$ cat src/rtl/dmem_dump_arbiter.sv
// rtl/dmem_dump_arbiter.sv - data RAM port arbiter between pipeline MEM stage and debug dump sequencer
module dmem_dump_arbiter #(
  parameter int NB_DATA = 32,
  parameter int NB_ADDR = 8,
  parameter int N_WORDS = 256
) (
  input  logic               clk,
  input  logic               i_rst_n,
  input  logic               i_mem_we,
  input  logic [NB_DATA-1:0] i_mem_addr,
  input  logic [NB_DATA-1:0] i_mem_wdata,
  output logic [NB_DATA-1:0] o_mem_rdata,
  input  logic               i_halt,
  input  logic               i_dump_start,
  output logic [NB_DATA-1:0] o_dump_data,
  output logic               o_dump_valid,
  input  logic               i_dump_ready,
  output logic               o_dump_busy,
  output logic               o_dump_done,
  output logic               o_pipe_stall,
  output logic               o_ram_we,
  output logic [NB_ADDR-1:0] o_ram_addr,
  output logic [NB_DATA-1:0] o_ram_wdata,
  input  logic [NB_DATA-1:0] i_ram_rdata
);

  typedef enum logic [2:0] {
    ST_IDLE,
    ST_WAIT_HALT,
    ST_READ,
    ST_SEND,
    ST_DONE
  } state_t;

  // Last dumped word address; the sequencer stops on this compare so cnt never wraps.
  localparam logic [NB_ADDR-1:0] LAST_ADDR = NB_ADDR'(N_WORDS - 1);

  state_t             state;
  logic [NB_ADDR-1:0] cnt;
  logic               debug_owns;

  // Only the low NB_ADDR address bits select a RAM word.
  logic unused_addr_bits;
  assign unused_addr_bits = ^i_mem_addr[NB_DATA-1:NB_ADDR];

  // Dump sequencer: state, word counter and all handshake/status outputs registered together.
  always_ff @(posedge clk or negedge i_rst_n) begin
    if (!i_rst_n) begin
      state        <= ST_IDLE;
      cnt          <= '0;
      o_dump_data  <= '0;
      o_dump_valid <= 1'b0;
      o_dump_done  <= 1'b0;
      o_dump_busy  <= 1'b0;
      o_pipe_stall <= 1'b0;
    end else begin
      case (state)
        ST_IDLE: begin
          if (i_dump_start) begin
            state       <= ST_WAIT_HALT;
            cnt         <= '0;
            o_dump_busy <= 1'b1;
          end
        end
        ST_WAIT_HALT: begin
          if (i_halt) begin
            state        <= ST_READ;
            o_pipe_stall <= 1'b1;
          end
        end
        ST_READ: begin
          o_dump_data  <= i_ram_rdata;
          o_dump_valid <= 1'b1;
          state        <= ST_SEND;
        end
        ST_SEND: begin
          if (i_dump_ready) begin
            o_dump_valid <= 1'b0;
            if (cnt == LAST_ADDR) begin
              state       <= ST_DONE;
              o_dump_done <= 1'b1;
            end else begin
              cnt   <= cnt + 1'b1;
              state <= ST_READ;
            end
          end
        end
        ST_DONE: begin
          o_dump_done  <= 1'b0;
          o_dump_busy  <= 1'b0;
          o_pipe_stall <= 1'b0;
          state        <= ST_IDLE;
        end
        default: begin
          state        <= ST_IDLE;
          o_dump_valid <= 1'b0;
          o_dump_done  <= 1'b0;
          o_dump_busy  <= 1'b0;
          o_pipe_stall <= 1'b0;
        end
      endcase
    end
  end

  // Debug holds the port from READ through DONE; decoded from the registered state only.
  always_comb begin
    debug_owns = (state == ST_READ) || (state == ST_SEND) || (state == ST_DONE);
  end

  // RAM port mux; pipeline stores are dropped while debug owns the port and during reset.
  always_comb begin
    o_ram_we    = 1'b0;
    o_ram_addr  = cnt;
    o_ram_wdata = '0;
    if (!debug_owns) begin
      o_ram_we    = i_mem_we & i_rst_n;
      o_ram_addr  = i_mem_addr[NB_ADDR-1:0];
      o_ram_wdata = i_mem_wdata;
    end
  end

  // Read data always passes straight through to the pipeline.
  always_comb begin
    o_mem_rdata = i_ram_rdata;
  end

endmodule

$ cat config.mk
export PLATFORM = sky130hd
export DESIGN_NAME = dmem_dump_arbiter
export DESIGN_NICKNAME = d
export VERILOG_FILES = /design/src/rtl/dmem_dump_arbiter.sv
export SDC_FILE = /design/constraint.sdc
export NUM_CORES = 1
export LEC_CHECK = 0
export CAP_MARGIN = 5
export CORE_MARGIN = 10
export CORE_UTILIZATION = 33
export CTS_CLUSTER_SIZE = 20
export DETAILED_ROUTE_END_ITERATION = 10
export PLACE_DENSITY = 0.81
export SLEW_MARGIN = 5
export SYNTH_ARGS = -nofsm -noshare
export SYNTH_HDL_FRONTEND = slang
export SYNTH_SLANG_ARGS = --single-unit
$ cat constraint.sdc
create_clock -name clk -period 2 [get_ports clk]
set_input_delay 0.5 -clock clk [delete_from_list [all_inputs] [get_ports clk]]
set_output_delay 0.5 -clock clk [all_outputs]
set_load 0.01 [all_outputs]
==> impl_summary.log, run 1 <==
[metrics] final-layout setup total negative slack: -6.85 ns
[metrics] detailed-route via count: 2,378
[metrics] worst-path cell with the longest stage delay: dfrtp_1
[metrics] run status: finished, violations left
[metrics] fraction of synthesis flops using an asynchronous set or reset pin: 100%
[metrics] top fanout value on the critical path: 5
[metrics] power density of the placed cells: 651 nW/um^2
[metrics] synthesized net count: 327
[metrics] Distinct cells, synth: 43
[metrics] Arr. time, crit path: about 1.7 ns
[metrics] Clk Latency, worst-skew pair: roughly 0.3 ns
[metrics] synthesized instance count: 224
[metrics] origin of the critical flop-to-flop path: state[2]$_DFFE_PN0P_
[metrics] Worst Reg-to-Reg Cells: 5
[metrics] most prevalent standard cell on the critical path: buf_6
[metrics] Mean Syn Cell Area: 11.5 sq um
[metrics] combinational fraction of design power: between 30% and 40%
[metrics] global routing's busiest layer: met2
[metrics] first-pass GRT wire length: 13,300 microns
[metrics] die outline width: 108 microns
[metrics] height of the chip: 108 microns
[metrics] top cells by area in the synthesized netlist: dfrtp_1, mux2_2, buf_4
[metrics] leading register cell type out of synthesis: dfrtp_1
[metrics] hold-fix buffer count after cts: 0
[metrics] transition time of the tightest slew-check pin: 0.589 ns
[metrics] class of the most critical hold timing path: in2async
[metrics] setup slack of the worst register-to-register path: 0.29 ns
[metrics] Ys Warns: 0
[metrics] placed cell count: 485
[metrics] Post-synth top cells: dfrtp_1, mux2_2, buf_4, and2_1, nor2_1
[metrics] vias in the first global route: 2,492
[metrics] quantity of I/O buffers inserted on ports: 186
[metrics] area share of the largest cell type after synthesis: 45.5%
[metrics] GR Layer Usage met1: roughly 15%
[metrics] maximum vdd drop: approximately 0.00034 V
[metrics] DIE AREA: 11,800 sq um
[metrics] most area-hungry cell type in the Yosys netlist: dfrtp_1
[metrics] number of flip-flops and latches in the synthesized netlist: 47
[metrics] buffer levels on the longest clock path: 2
[metrics] Worst Path Class, Setup: reg2out
[metrics] worst setup skew after layout: approximately 0.016 ns
[metrics] Final min period: ~2.2 ns
[metrics] area of the core region: 7690 sq um
[metrics] switching part of the total: 29.6%
[metrics] list of cells traversed by the critical path: mux2i_4, buf_6, buf_12, mux2_4, buf_6
[metrics] number of sinks handled by clock tree synthesis: 47
[metrics] final-stage net count: ~510
[metrics] dpl ws: -0.219 ns
[metrics] count of max-cap constraint violations: 0
[metrics] violation count after the first detailed-routing iteration: 126
[metrics] post-synthesis cell area: 2580 sq um
[metrics] Final Max Slew Viols: 0
[metrics] H-tree levels: 2
[metrics] post-detailed-route via-to-cell ratio: 4.68
[metrics] number of endpoints failing setup at the final stage: 40
[metrics] endpoint of the lowest-slack register-to-register path: cnt[7]$_DFFE_PN0P_
[metrics] most numerous cell in the Yosys netlist: dfrtp_1
[metrics] FP Rows: 32
[metrics] number of flops mapped to enable cells by yosys: 0
[metrics] number of I/O pins: 211
[metrics] proportion of synthesized chip area in sequential cells: between 40% and 50%
[metrics] area added between synthesis and finish: 79.9%
[metrics] detailed-route DRC error count: 0
[metrics] slack of the critical path: -0.221 ns
[metrics] TritonCTS clock tree: yes
[metrics] Pre-Repair DR Iteration Count: 5
[metrics] remaining antenna violation count: 0
[metrics] GR Util met3: 7.91%
[metrics] startpoint type of the worst setup path: flop
[metrics] number of antenna violations at the first check in global routing: 0
[metrics] net switching power: 0.000895 W
[metrics] Worst Setup End Kind: primary output
[metrics] highest achievable clock rate: 0.450 GHz
[metrics] number of endpoints with negative hold slack in the final report: 0
[metrics] global-route total usage across every layer: 14.1%
[metrics] routed wire length per instance: around 18 microns
[metrics] clock buffer count from CTS: 5
[metrics] Required @ worst endpoint: 1.50 ns
[metrics] delay of the slowest cell on the worst path: ~0.44 ns
[metrics] grt ovf: 0
[metrics] fraction of final layout cells sized beyond drive strength 1: between 30% and 40%
[metrics] final routed wirelength across all metal layers: 9030 microns
[metrics] sequential cell fraction of total power: between 40% and 50%
[metrics] Internal Pwr Total: 0.00213 W
[metrics] portion of the clock cycle consumed by the worst path in the final layout: 111%
[metrics] violated checks: setup timing
[metrics] count of placed standard cells in the final layout, fillers left out: 508
[metrics] worst slew slack as a fraction of its limit: 60.8%
[metrics] clock network power share: between 10% and 20%
[metrics] cell at the root of the clock tree: clkbuf_8
[metrics] final HPWL from detailed placement: 7070 microns
[metrics] initial cell density of the core: between 30% and 40%
[metrics] global routing usage on met2: 24.0%
[metrics] pin count of the biggest net entering global routing: 48
[metrics] clock transition time at the flip-flop clock pins of the worst setup and hold paths: 0.10 ns
[metrics] Antenna Diode Count: 0
[metrics] leakage power figure: 2.08 nW
[metrics] unrepaired setup endpoints after global routing: yes
[metrics] routability cong.: about 0.86
[metrics] Tot Pwr: 0.00303 W
## layout make-up
| type | count | area, sq um |
|---|---|---|
| Fill cell | 648 | 3040 |
| Inverter | 4 | 15.0 |
| Clock inverter | 1 | 5.00 |
| Multi-Input combinational cell | 131 | 1150 |
| Tap cell | 102 | 128 |
| Sequential cell | 47 | 1180 |
| Timing Repair Buffer | 216 | 2090 |
| Clock buffer | 7 | 76.3 |
## through the flow
step | hold slack, ns | util (%) | instance area [sq um]
CTS | 0.335 | 59.0 | 4540
detailed placement | 0.486 | 57.2 | 4400
finish | 0.315 | 60.4 | 4650
global route | 0.366 | 60.4 | 4650
floorplan | 0.204 | - | 2580
global placement | 0.472 | 57.2 | 4400
## logic make-up after synthesis
logic type               share of synthesized area (%)
XOR/XNOR                                         0.339
AO/OA/AOI/OAI                                     6.69
multiplexers                                      18.7
AND/OR/NAND/NOR                                   15.3
buffers and inverters                             12.9
adder cells (fa/ha/maj)                          0.484
flip-flops                                        45.5
## power by group through the flow
| stage | Sequential [W] | Clock (W) | Combinational [W] |
|---|---|---|---|
| after floorplan | 0.00132 | 0 | 0.000450 |
| after global placement | 0.00128 | 0 | 0.00114 |
| after detailed placement | 0.00129 | 0 | 0.00117 |
| after CTS | 0.00127 | 0.000571 | 0.00120 |
| after global routing | 0.00131 | 0.000617 | 0.00129 |
| final | 0.00127 | 0.000549 | 0.00120 |
## worst max-delay path by stage
| stage | from | to | slack [ns] | cells after the start |
|---|---|---|---|---|
| 6_report | state[2]$_DFFE_PN0P_ | o_ram_addr[7] | -0.22 | 5 |
| 3_5_place_dp | state[2]$_DFFE_PN0P_ | o_ram_wdata[26] | -0.22 | 5 |
| 3_3_place_gp | i_mem_addr[7] | o_ram_addr[7] | -0.18 | 3 |
| 5_1_grt | state[2]$_DFFE_PN0P_ | o_ram_addr[7] | -0.26 | 5 |
| 2_1_floorplan | state[2]$_DFFE_PN0P_ | o_ram_addr[0] | 0.19 | 4 |
| 4_1_cts | state[2]$_DFFE_PN0P_ | o_ram_addr[2] | -0.32 | 6 |
## flip-flops by register name, indices dropped and copies added, names as in the netlist
signal        cells
o_dump_done       1
o_pipe_stall      1
o_dump_busy       1
o_dump_data      32
o_dump_valid      1
state             3
cnt               8
## critical path: cells and delay by family (launching register included)
family	cells	cell delay (ns)
buf+inv	3	0.38
flops	1	0.44
mux	2	0.60
## layer usage
metal / wire length, microns / share of wire [%] / vias up
met3: 1300 / 14 / 5
met1: 3320 / 37 / 1131
li1: - / - / 1100
met5: 0 / 0 / -
met4: 57 / 0.63 / 0
met2: 4360 / 48 / 142
## cell usage in the layout (no fill, tap or decap), drive strengths merged
cell	instances
mux2i	1
nor4	1
a211o	1
nand2b	1
nand3	5
clkdlybuf4s50	112
inv	4
nand2	5
o21a	1
a211oi	1
nor3	3
o311ai	1
clkinv	1
nand4	1
dlygate4sd2	32
o21ba	1
and4	1
a21o	2
a22o	1
clkbuf	9
nor2	10
o41ai	1
o31ai	2
mux2	41
o21ai	4
and2	32
buf	70
or3	1
xnor2	1
a21oi	3
dfrtp	47
a31oi	2
and3	2
nand3b	1
and3b	1
o211ai	3
ha	1
## timing repair
action	CTS	global route
endpoints found under the setup margin	73	41
setup buffers	8	7
hold endpoints to repair	0	0
resized for setup	229	31
gates cloned	2	3
pin swaps	9	5
(Power assumes the default switching activity.)
==> inputs of run 2 (changes only) <==
Settings changed: CELL_PAD_IN_SITES_DETAIL_PLACEMENT from default to 1, CELL_PAD_IN_SITES_GLOBAL_PLACEMENT from default to 1, CORE_UTILIZATION 33 to 23, CTS_CLUSTER_DIAMETER from default to 50, PLACE_DENSITY 0.81 to default, PLACE_DENSITY_LB_ADDON from default to 0.1.
==> impl_summary.log, run 2 (synthesized netlist as in run 1, its figures left out) <==
[metrics] leakage power figure: 2.09 nW (+0.43%)
[metrics] area of the core region: 10,900 sq um (+42%)
[metrics] detailed-route DRC error count: 0 (unchanged)
[metrics] number of endpoints with negative hold slack in the final report: 0 (unchanged)
[metrics] number of I/O pins: 211 (unchanged)
[metrics] cell at the root of the clock tree: clkbuf_16
[metrics] Pre-Repair DR Iteration Count: 3 (-2)
[metrics] violated checks: setup timing
[metrics] number of flip-flops under the largest register name: 32 (unchanged)
[metrics] routability cong.: 0.742 (-14%)
[metrics] count of placed standard cells in the final layout, fillers left out: 549 (+8.1%)
[metrics] global-route total usage across every layer: 10.9% (-3.2 points)
[metrics] die outline width: 126 microns (+16%)
[metrics] slack of the critical path: -0.194 ns (+0.0267 ns)
[metrics] detailed-route via count: 2,326 (-2.2%)
[metrics] vias in the first global route: 2,544 (+2.1%)
[metrics] post-detailed-route via-to-cell ratio: 4.24 (-9.5%)
[metrics] violation count after the first detailed-routing iteration: 115 (-8.7%)
[metrics] FP Rows: 38 (+19%)
[metrics] placed cell count: 540 (+11%)
[metrics] transition time of the tightest slew-check pin: 0.617 ns (+0.0282 ns)
[metrics] area added between synthesis and finish: 80.8%
[metrics] final-stage net count: 512 (+0.79%)
[metrics] clock transition time at the flip-flop clock pins of the worst setup and hold paths: 0.06 ns (-0.04 ns)
[metrics] met2 wire length: 4070 microns (-6.5%)
[metrics] Final min period: 2.19 ns (-0.0267 ns)
[metrics] H-tree levels: 2 (unchanged)
[metrics] maximum vdd drop: 0.000312 V (-7.5%)
[metrics] DIE AREA: 15,900 sq um (+35%)
[metrics] Arr. time, crit path: 1.69 ns (-0.03 ns)
[metrics] Clk Latency, worst-skew pair: 0.28 ns (-0.02 ns)
[metrics] commonest non-fill, non-tap cells in the layout: clkdlybuf4s50_1, dfrtp_1, mux2_2, dlygate4sd2_1, buf_4
[metrics] initial cell density of the core: 23.6% (-10 points)
[metrics] portion of the clock cycle consumed by the worst path in the final layout: 110% (-1.3 points)
[metrics] Final Max Slew Viols: 0 (unchanged)
[metrics] register area: 1180 sq um (unchanged)
[metrics] quantity of I/O buffers inserted on ports: 186 (unchanged)
[metrics] number of endpoints failing setup at the final stage: 41 (+2.5%)
[metrics] pin count of the biggest net entering global routing: 48 (unchanged)
[metrics] number of antenna violations at the first check in global routing: 0 (unchanged)
[metrics] first-pass GRT wire length: 14,300 microns (+6.9%)
[metrics] Regs by FF count: o_dump_data: 32 flops, cnt: 8 flops, state: 3 flops
[metrics] Tot Pwr: 0.00330 W (+9.1%)
[metrics] top fanout value on the critical path: 5 (unchanged)
[metrics] wire length the detailed router placed on met1: 3820 microns (+15%)
[metrics] hold-fix buffer count after cts: 0 (unchanged)
[metrics] final-layout setup total negative slack: -5.41 ns (+1.44 ns)
[metrics] worst-path cell with the longest stage delay: dfrtp_1
[metrics] number of sinks handled by clock tree synthesis: 47 (unchanged)
[metrics] Reg with most FFs: o_dump_data
[metrics] worst setup skew after layout: 0.00358 ns (-0.0120 ns)
[metrics] final routed wirelength across all metal layers: 9270 microns (+2.6%)
[metrics] fraction of final layout cells sized beyond drive strength 1: 35.2% (-0.75 points)
[metrics] TritonCTS clock tree: yes
[metrics] fill cell instance count of the final layout: 1,216 (+88%)
[metrics] grt ovf: 0 (unchanged)
[metrics] highest achievable clock rate: 0.456 GHz (+1.2%)
[metrics] Critical Path Start: state[2]$_DFFE_PN0P_
[metrics] Worst Setup End Kind: primary output
[metrics] multi-input logic area: 1110 sq um (-3.0%)
[metrics] most common cell after layout, fill and taps aside: clkdlybuf4s50_1
[metrics] total length of routed met3 wires: 1280 microns (-1.2%)
[metrics] worst slew slack as a fraction of its limit: 58.9% (-1.9 points)
[metrics] startpoint type of the worst setup path: flop
[metrics] buffer levels on the longest clock path: 2 (unchanged)
[metrics] power density of the placed cells: 707 nW/um^2 (+8.6%)
[metrics] list of cells traversed by the critical path: mux2i_4, clkbuf_16, mux2_4, buf_6
[metrics] unrepaired setup endpoints after global routing: yes
[metrics] clock buffer count from CTS: 5 (unchanged)
[metrics] count of max-cap constraint violations: 0 (unchanged)
[metrics] origin of the critical flop-to-flop path: state[2]$_DFFE_PN0P_
[metrics] family of cells with the greatest summed delay on the critical path: multiplexers
[metrics] Required @ worst endpoint: 1.50 ns (about the same)
[metrics] run status: finished, violations left
[metrics] hold_ws: 0.372 ns (+0.0569 ns)
[metrics] delay of the slowest cell on the worst path: 0.41 ns (-0.03 ns)
[metrics] height of the chip: 126 microns (+16%)
[metrics] class of the most critical hold timing path: in2async
[metrics] Antenna Diode Count: 0 (unchanged)
[metrics] final HPWL from detailed placement: 7620 microns (+7.8%)
[metrics] combined buffer and inverter count along the critical path: 2 (-1)
[metrics] remaining antenna violation count: 0 (unchanged)
[metrics] uppermost routed layer: met4
[metrics] routed wire length per instance: 16.9 microns (-5.0%)
[metrics] Worst Path Class, Setup: reg2out
run 2: cell count changes in the layout (fill, tap and decap cells not counted), sizes merged:
| cell | delta |
|---|---|
| buf | +5 |
| clkbuf | -2 |
run 2: power breakdown:
part	total (W)	switching [W]	internal, W	leakage, nW
clock	0.000833	0.000345	0.000489	0.0727
combinational	0.00121	0.000455	0.000752	1.47
sequential	0.00126	0.000134	0.00113	0.545
total	0.00330	0.000934	0.00237	2.09
run 2: layout make-up:
cell class / instances / area share, %
Clock buffer: 6 / 2.98
Clock inverter: 1 / 0.107
Inverter: 4 / 0.322
Multi-Input combinational cell: 131 / 23.9
Sequential cell: 47 / 25.2
Tap cell: 140 / 3.75
Timing Repair Buffer: 220 / 43.7
run 2: metal layers:
| layer | GRT usage [%] | up-vias |
|---|---|---|
| met4 | 3.01 | 0 |
| li1 | - | 1103 |
| met3 | 6.42 | 5 |
| met5 | 0 | - |
| met2 | 17.4 | 131 |
| met1 | 12.1 | 1087 |
run 2: through the flow:
step / util (%) / worst slack, ns / area, sq um
finish: 42.7 / -0.194 / 4670
global placement: 41.9 / -0.177 / 4590
global route: 42.7 / -0.254 / 4670
floorplan: - / 0.189 / 2580
detailed placement: 41.9 / -0.215 / 4590
CTS: 41.7 / -0.249 / 4560
run 2: path summary, 6_finish.rpt:
check,end,slack [ns],cells past startpoint
worst min-delay path,o_dump_data[2]$_DFFE_PN0P_,0.37,2
max in group asynchronous,state[1]$_DFFE_PN0P_,1.19,2
worst min register to register,o_pipe_stall$_DFFE_PN0P_,0.50,2
worst max register to register,cnt[7]$_DFFE_PN0P_,0.32,5
min in group clk,o_pipe_stall$_DFFE_PN0P_,0.50,2
worst max-delay path,o_ram_addr[3],-0.19,4
run 2: what timing repair did:
| item | CTS | global route |
|---|---|---|
| endpoints found under the setup margin | 73 | 41 |
| endpoints found under the hold margin | 0 | 0 |
| setup buffers | 2 | 1 |
| gates resized for setup | 205 | 28 |
| cloned | 0 | 1 |
